==> config.mk <==
export PLATFORM = sky130hd
export DESIGN_NAME = uart_tx_framer
export DESIGN_NICKNAME = d
export VERILOG_FILES = /design/src/rtl/uart_tx_framer_pkg.sv /design/src/rtl/uart_baud_tick.sv /design/src/rtl/uart_tx_framer.sv
export SDC_FILE = /design/constraint.sdc
export NUM_CORES = 1
export LEC_CHECK = 0
export CAP_MARGIN = 20
export CORE_MARGIN = 1.5
export CORE_UTILIZATION = 54
export CTS_BUF_LIST = sky130_fd_sc_hd__clkbuf_8
export DETAILED_ROUTE_END_ITERATION = 7
export PLACE_DENSITY = 0.76
export SETUP_SLACK_MARGIN = 0.5
export SLEW_MARGIN = 20
export SYNTH_ARGS = -nofsm -noshare
export SYNTH_HDL_FRONTEND = slang
export SYNTH_SLANG_ARGS = --single-unit
==> constraint.sdc <==
create_clock -name clk -period 1.8 [get_ports clk]
set_clock_uncertainty 0.1 [all_clocks]
set_input_delay 0.36 -clock clk [delete_from_list [all_inputs] [get_ports clk]]
set_output_delay 0.36 -clock clk [all_outputs]
set_load 0.005 [all_outputs]
==> src/rtl/uart_tx_framer_pkg.sv <==
// Shared UART definitions: FSM state encoding, parity modes and the parity-bit helper.
// Intended to be imported by both the transmit framer and the receiver.
package uart_tx_framer_pkg;

    localparam int PARITY_NONE = 0;
    localparam int PARITY_ODD  = 1;
    localparam int PARITY_EVEN = 2;

    typedef enum logic [2:0] {
        ST_IDLE   = 3'd0,
        ST_START  = 3'd1,
        ST_DATA   = 3'd2,
        ST_PARITY = 3'd3,
        ST_STOP   = 3'd4
    } tx_state_e;

    // data_xor is the XOR reduction of the data bits.
    function automatic logic parity_bit(input int mode, input logic data_xor);
        return (mode == PARITY_EVEN) ? data_xor : ~data_xor;
    endfunction

endpackage

==> src/rtl/uart_baud_tick.sv <==
// Baud-rate divider: one-cycle tick every CLOCK_FREQ/BAUD clocks.
// clear restarts the count from 0 so a new bit period can be aligned to an event.
module uart_baud_tick #(
    parameter int CLOCK_FREQ = 16000000,
    parameter int BAUD       = 9600
) (
    input  logic clk,
    input  logic rst_n,
    input  logic clear,
    output logic tick
);

    localparam int CLK_PER_BIT = CLOCK_FREQ / BAUD;
    localparam int CW          = $clog2(CLK_PER_BIT) + 1;
    localparam logic [CW-1:0] LAST = CW'(CLK_PER_BIT - 1);

    logic [CW-1:0] cnt_q;

    always_ff @(posedge clk or negedge rst_n) begin
        if (!rst_n) begin
            cnt_q <= '0;
        end else if (clear || (cnt_q == LAST)) begin
            cnt_q <= '0;
        end else begin
            cnt_q <= cnt_q + CW'(1);
        end
    end

    assign tick = (cnt_q == LAST);

endmodule

==> src/rtl/uart_tx_framer.sv <==
// Byte-to-serial UART transmitter with valid/ready input, optional parity and
// gapless back-to-back frames (accept allowed in the final stop-bit cycle).
module uart_tx_framer
    import uart_tx_framer_pkg::*;
#(
    parameter int CLOCK_FREQ = 16000000,
    parameter int BAUD       = 9600,
    parameter int WIDTH      = 8,
    parameter int STOP_BITS  = 1,
    parameter int PARITY     = 0
) (
    input  logic             clk,
    input  logic             rst_n,
    input  logic [WIDTH-1:0] data_in,
    input  logic             data_valid,
    output logic             data_ready,
    output logic             tx,
    output logic             busy
);

    localparam int BCW = $clog2(WIDTH) + 1;
    localparam logic [BCW-1:0] LAST_DATA = BCW'(WIDTH - 1);
    localparam logic [BCW-1:0] LAST_STOP = BCW'(STOP_BITS - 1);

    tx_state_e        state_q;
    logic [WIDTH-1:0] shift_q;
    logic [WIDTH-1:0] shift_d;
    logic [BCW-1:0]   bit_cnt_q;
    logic             tx_q;
    logic             busy_q;
    logic             par_q;
    logic             tick;
    logic             stop_done;
    logic             accept;

    // Ready in IDLE and on the last cycle of the last stop bit, so a waiting byte starts with no gap.
    assign stop_done  = (state_q == ST_STOP) && tick && (bit_cnt_q == LAST_STOP);
    assign data_ready = (state_q == ST_IDLE) || stop_done;
    assign accept     = data_valid && data_ready;
    assign shift_d    = shift_q >> 1;

    uart_baud_tick #(
        .CLOCK_FREQ (CLOCK_FREQ),
        .BAUD       (BAUD)
    ) u_baud (
        .clk   (clk),
        .rst_n (rst_n),
        .clear (accept),
        .tick  (tick)
    );

    always_ff @(posedge clk or negedge rst_n) begin
        if (!rst_n) begin
            state_q   <= ST_IDLE;
            shift_q   <= '0;
            bit_cnt_q <= '0;
            tx_q      <= 1'b1;
            busy_q    <= 1'b0;
            par_q     <= 1'b0;
        end else if (accept) begin
            state_q   <= ST_START;
            shift_q   <= data_in;
            par_q     <= parity_bit(PARITY, ^data_in);
            bit_cnt_q <= '0;
            tx_q      <= 1'b0;
            busy_q    <= 1'b1;
        end else begin
            case (state_q)
                ST_IDLE: begin
                    tx_q   <= 1'b1;
                    busy_q <= 1'b0;
                end
                ST_START: begin
                    if (tick) begin
                        state_q   <= ST_DATA;
                        tx_q      <= shift_q[0];
                        bit_cnt_q <= '0;
                    end
                end
                ST_DATA: begin
                    if (tick) begin
                        if (bit_cnt_q == LAST_DATA) begin
                            bit_cnt_q <= '0;
                            if (PARITY != PARITY_NONE) begin
                                state_q <= ST_PARITY;
                                tx_q    <= par_q;
                            end else begin
                                state_q <= ST_STOP;
                                tx_q    <= 1'b1;
                            end
                        end else begin
                            shift_q   <= shift_d;
                            tx_q      <= shift_d[0];
                            bit_cnt_q <= bit_cnt_q + BCW'(1);
                        end
                    end
                end
                ST_PARITY: begin
                    if (tick) begin
                        state_q   <= ST_STOP;
                        tx_q      <= 1'b1;
                        bit_cnt_q <= '0;
                    end
                end
                ST_STOP: begin
                    if (tick) begin
                        if (bit_cnt_q == LAST_STOP) begin
                            state_q <= ST_IDLE;
                            busy_q  <= 1'b0;
                        end else begin
                            bit_cnt_q <= bit_cnt_q + BCW'(1);
                        end
                    end
                end
                default: begin
                    state_q <= ST_IDLE;
                    tx_q    <= 1'b1;
                    busy_q  <= 1'b0;
                end
            endcase
        end
    end

    assign tx   = tx_q;
    assign busy = busy_q;

endmodule
==> results_dict.tcl <==
set metrics [dict create \
    layout_min_cycle_time_ps 2030 \
    syn2layout_area_growth_pct 56.1 \
    routabilityCongestion 0.872 \
    hp-class "input port to async pin" \
    synthCells 178 \
    synth_nets 193 \
    ys.warnings.count 0 \
    cap_violations 0 \
    final_antenna_net_count 0 \
    yosysSeqAreaShare_pct 42.2 \
    diodes 0 \
    final_cell_mix "buf_4 (42), dfrtp_1 (28), inv_1 (16), clkdlybuf4s50_1 (10), buf_6 (9)" \
    dieArea_um2 3540 \
    power_density_nw_per_um2 908 \
    wl_per_cell_um 20.9 \
    initial_core_util_pct 56.4 \
    rows 20 \
    core_area_um2 3050 \
    grt_pass1_vias 1818 \
    avgSynthCellArea_um2 9.68 \
    synth-async-reset-ratio_pct 100 \
    peakVddDrop_mv 1.01 \
    grt_use_total_pct 36.8 \
    worstPathMaxFanout 2 \
    nNetsFinal 259 \
    grt_pass1_wl_mm 9.20 \
    placement.cell_area_um2 2240 \
    dr_total_vias 1798 \
    drive_gt1_share_pct 50.4 \
    overflow 0 \
    p_leak_nw 1.16 \
    layout_commonest_cell "buf_4" \
    slew_headroom_pct 70.8 \
    cp-start-kind "flop" \
    hold_buffers 0 \
    ys_ff_latch 29 \
    status "complete, but fails checks" \
    tightest_slew_ps 433 \
    netlist_area_um2 1720 \
    fmax_mhz 492 \
    dominantRegCellSynth "dfrtp_1" \
    fin_ws_ps -234 \
    grt_setup_unrepaired "true" \
    fillers 144 \
    cts_tree "yes" \
    timing.hold.ws_ps 260 \
    met2_wirelength_mm 3.08 \
    root_buffer "clkbuf_8" \
    ios 14 \
    clkLatencyLatePin_ps 280 \
    hold_viol 0 \
    grt_antenna_before_repair 0 \
    dp_hpwl_mm 3.32 \
    die_h_um 59.5 \
    synth_edf_count 0 \
    drtIter0Drc 152 \
    wl_met3_um 348 \
    period_share_pct 113 \
    ys_types 55 \
    setup_viol 28 \
    totalPowerFinal_mw 2.44 \
    violations "setup timing" \
    top_layer "met4" \
    clk_pin_slew_ps 60 \
    grt_max_degree 24 \
    wl_met1_mm 2.33 \
    finalCoreUtilization_pct 88.1 \
    finalSetupTns_ps -3370 \
    numCtsBuffers 5 \
    htree_levels 2 \
    drcViolationCount 0 \
    port_buffers 13 \
    cp_data_required_time_ps 1340 \
    firstDrtPassIters 4 \
    slew_viol_final 0 \
    via_per_inst 6.24 \
    criticalPathCategory "flop to output pin" \
    cp-end-kind "output pin" \
    wirelength_mm 6.02 \
    clk_path_buf_depth 2 \
    final_area_um2 2690 \
    cp.arrival_ps 1570 \
    clock-sinks 29 \
    die_w_um 59.5 \
]
cell families (layout without fill, tap and decap cells):
kind of cell             Yosys count  after routing  synth area share, %
AND/OR/NAND/NOR                   68             68                 25.0
buffers and inverters             26             92                 7.41
flip-flops                        29             29                 42.2
adder cells (fa/ha/maj)            4              4                 2.90
AO/OA/AOI/OAI                     40             40                 16.8
XOR/XNOR                          10             10                 5.08
multiplexers                       1              1                0.581
final cells by class:
class                   instances  area, um2  share of cell area (%)
multi-input cells             123       1130                    42.0
clock inverters                 1       3.75                   0.140
repair buffers                 68        629                    23.4
clock buffers                   6       82.6                    3.07
well taps                      44       55.1                    2.05
flip-flops and latches         29        727                    27.0
inverters                      17       63.8                    2.37
Yosys cell counts, drive strengths merged, types with 2 or more instances:
master	n	area share, %
dfrtp	28	41
inv	17	3.7
nor2	17	3.7
nand3	9	3.3
nor3	9	2.6
o21ai	9	2.6
a21oi	7	2.5
clkbuf	7	2.8
a221oi	6	3.1
nand2	6	1.3
xor2	6	3.1
nand4	5	2.2
ha	4	2.9
xnor2	4	2.0
nor3b	3	1.6
nor4b	3	2.4
and3	2	0.87
and4bb	2	1.5
buf	2	0.94
o22a	2	1.1
o22ai	2	0.73
o2bb2ai	2	1.0
o31ai	2	0.87
or2	2	0.73
or3b	2	1.0
stage by stage:
stage	cells	setup slack, ps
after global placement	265	-288
after global routing	288	-326
final	288	-234
after CTS	284	-192
after floorplan	178	-5.67
after detailed placement	265	-369
layer usage:
| layer | GRT usage, % | up-vias |
|---|---|---|
| met1 | 43.1 | 899 |
| met5 | 0 | - |
| li1 | - | 779 |
| met2 | 62.6 | 95 |
| met4 | 19.5 | 0 |
| met3 | 7.86 | 25 |
worst paths after layout:
check / cells after the start / from / slack (ps) / to
worst min register to register: 2 / shift_q[2] / 480 / shift_q[2]
worst max register to register: 10 / u_baud.cnt_q[1] / -230 / shift_q[1]
max in group asynchronous: 2 / rst_n / 890 / u_baud.cnt_q[4]
worst min-delay path: 1 / rst_n / 260 / busy
worst max-delay path: 6 / u_baud.cnt_q[1] / -230 / data_ready
min in group clk: 2 / shift_q[2] / 480 / shift_q[2]
registers in the layout, indices dropped and copies added, names as in the netlist:
| register | cells |
|---|---|
| state_q | 3 |
| tx | 1 |
| shift_q | 8 |
| busy | 1 |
| u_baud.cnt_q | 12 |
| bit_cnt_q | 4 |
report_power, final:
part | internal [mW] | total [mW] | switching, mW
Sequential | 0.801 | 0.934 | 0.133
Clock | 0.297 | 0.542 | 0.245
Combinational | 0.485 | 0.968 | 0.482
Total | 1.58 | 2.44 | 0.860
critical path, stage by stage, from the launching register on:
cell and delay, ps:
dfrtp_1 380, inv_1 60, ha_2 190, nor3b_4 270, nand4_4 140, a21oi_2 140
buf_2 110
what timing repair did:
action,4_1_cts,5_1_grt
pin swaps,6,6
setup buffers,10,4
setup endpoints to repair,32,31
gates resized for setup,63,5
gates cloned,2,0
(Power assumes the default switching activity.)
==> patch, RTL diff (same flow settings) <==
Re-encode `tx_state_e` (5 states) as one-hot, 5 bits wide.
--- a/src/rtl/uart_tx_framer_pkg.sv
+++ b/src/rtl/uart_tx_framer_pkg.sv
@@ -6,12 +6,12 @@
     localparam int PARITY_ODD  = 1;
     localparam int PARITY_EVEN = 2;
 
-    typedef enum logic [2:0] {
-        ST_IDLE   = 3'd0,
-        ST_START  = 3'd1,
-        ST_DATA   = 3'd2,
-        ST_PARITY = 3'd3,
-        ST_STOP   = 3'd4
+    typedef enum logic [4:0] {
+        ST_IDLE   = 5'b00001,
+        ST_START  = 5'b00010,
+        ST_DATA   = 5'b00100,
+        ST_PARITY = 5'b01000,
+        ST_STOP   = 5'b10000
     } tx_state_e;
 
     // data_xor is the XOR reduction of the data bits.
Formal check against the unedited RTL: same outputs for any inputs over 10 cycles, from zero or initial values and one cycle with rst_n low; not proved beyond that.
==> patch against the unedited design <==
The flow still finishes with violations (negative setup slack); critical path type is now reg2reg; sequential share of layout area up 1.1 points; synthesized area down 6.6%; cell area down 0.19%; largest cell class unchanged; via count up 0.56%; worst hold slack better by 0.10 ns; worst setup slack worse by 0.15 ns; sequential cell count up 1; count of clock-buffer cells in the layout down 1; core utilization up 8.4 points; wire length up 16%.
Power is not compared: it rests on default switching activity, and its combinational part moved more than twofold at a synthesized area within 25%.
==> patch: results (changes against the unedited design) <==
cell count after synthesis=160 (was 178); status=complete, but fails checks (unchanged); Netlist cell types=43 (was 55); final hold slack=0.3610 ns (was 0.2603 ns); Setup Viol. Count Final=30 (was 28); TNS Setup=-7.581 ns (was -3.372 ns); syn_nets=175 (was 193); R2R Path End=shift_q[6]$_DFFE_PN0P_ (was shift_q[1]$_DFFE_PN0P_); Placed Area=2163 um2 (was 2241 um2); R2R cell count=9 (was 10); Fillers=52 (was 144); Worst Tran Pin Value=0.4353 ns (was 0.4325 ns); first-pass GRT wire length=8473 um (was 9204 um); Synth area leaders=dfrtp_1 (44%), nor2_1 (4.2%), nand2_1 (4.0%) (was dfrtp_1 (41%), inv_1 (3.7%), nor2_1 (3.7%)); final RePlAce weighted congestion=0.8512 (was 0.8721); Post-Layout Cell Count=264 (was 288); Area Overhead vs Synth=66.87% (was 56.14%); CP max FO=5 (was 2); final worst slack=-0.3813 ns (was -0.2342 ns); failing checks=negative setup slack (unchanged); Arr. time, crit path=2.26 ns (was 1.57 ns); layout cells sized above 1=48.93% (was 50.41%); vias per cell=6.848 (was 6.243); initial DRC count=130 (was 152); vias in the first global route=1763 (was 1818); CP max stage delay=0.41 ns (was 0.38 ns); commonest cells in the netlist=dfrtp_1 (28), nor2_1 (18), nand2_1 (17), and3_1 (9), nand3_1 (9) (was dfrtp_1 (28), inv_1 (17), nor2_1 (17), nor3_1 (9), o21ai_0 (9))
patch: worst max-delay path by stage:
| stage | start | endpoint | slack [ns] | cells after the start |
|---|---|---|---|---|
| after floorplan | state_q[1]$_DFFE_PN0P_ | shift_q[0]$_DFFE_PN0P_ | -0.06 | 4 |
| after global placement | state_q[0]$_DFFE_PN1P_ | data_ready | -0.20 | 3 |
| after detailed placement | state_q[0]$_DFFE_PN1P_ | data_ready | -0.22 | 3 |
| after CTS | u_baud.cnt_q[1]$_DFF_PN0_ | shift_q[5]$_DFFE_PN0P_ | -0.17 | 9 |
| after global routing | u_baud.cnt_q[1]$_DFF_PN0_ | shift_q[1]$_DFFE_PN0P_ | -0.42 | 9 |
| final | u_baud.cnt_q[1]$_DFF_PN0_ | shift_q[6]$_DFFE_PN0P_ | -0.38 | 9 |
patch: area by class of cell:
class                   instances  area (um2)  area share (%)
repair buffers                 68       664.4           24.74
inverters                       3       11.26          0.4194
multi-input cells             124        1107           41.24
clock inverters                 3       40.04           1.491
flip-flops and latches         30       754.5           28.10
well taps                      31       38.79           1.445
clock buffers                   5       68.82           2.563
patch: cell families after synthesis:
kind of cell	after synthesis	share of synthesized area (%)
multiplexers	6	3.810
flip-flops	30	46.81
AND/OR/NAND/NOR	74	26.75
AO/OA/AOI/OAI	30	12.37
adder cells (fa/ha/maj)	4	3.111
XOR/XNOR	10	5.443
buffers and inverters	6	1.710
patch: timing repair:
action,CTS,global route
pin swaps,20,10
gates cloned,2,0
resized for setup,49,15
setup endpoints to repair,33,32
buffers inserted,10,4
patch: where the power goes:
| group | leakage, nW | total, mW | internal (mW) | switching, mW |
|---|---|---|---|---|
| sequential | 0.382 | 1.11 | 0.912 | 0.196 |
| combinational | 0.752 | 2.27 | 1.15 | 1.12 |
| clock | 0.0579 | 0.694 | 0.407 | 0.287 |
| total | 1.19 | 4.07 | 2.47 | 1.60 |
patch: layer usage:
| metal | global-route usage (%) | wire (um) |
|---|---|---|
| met3 | 8.844 | 571 |
| met5 | 0 | 0 |
| met4 | 16.61 | 497 |
| met1 | 39.94 | 2473 |
| met2 | 61.04 | 3468 |
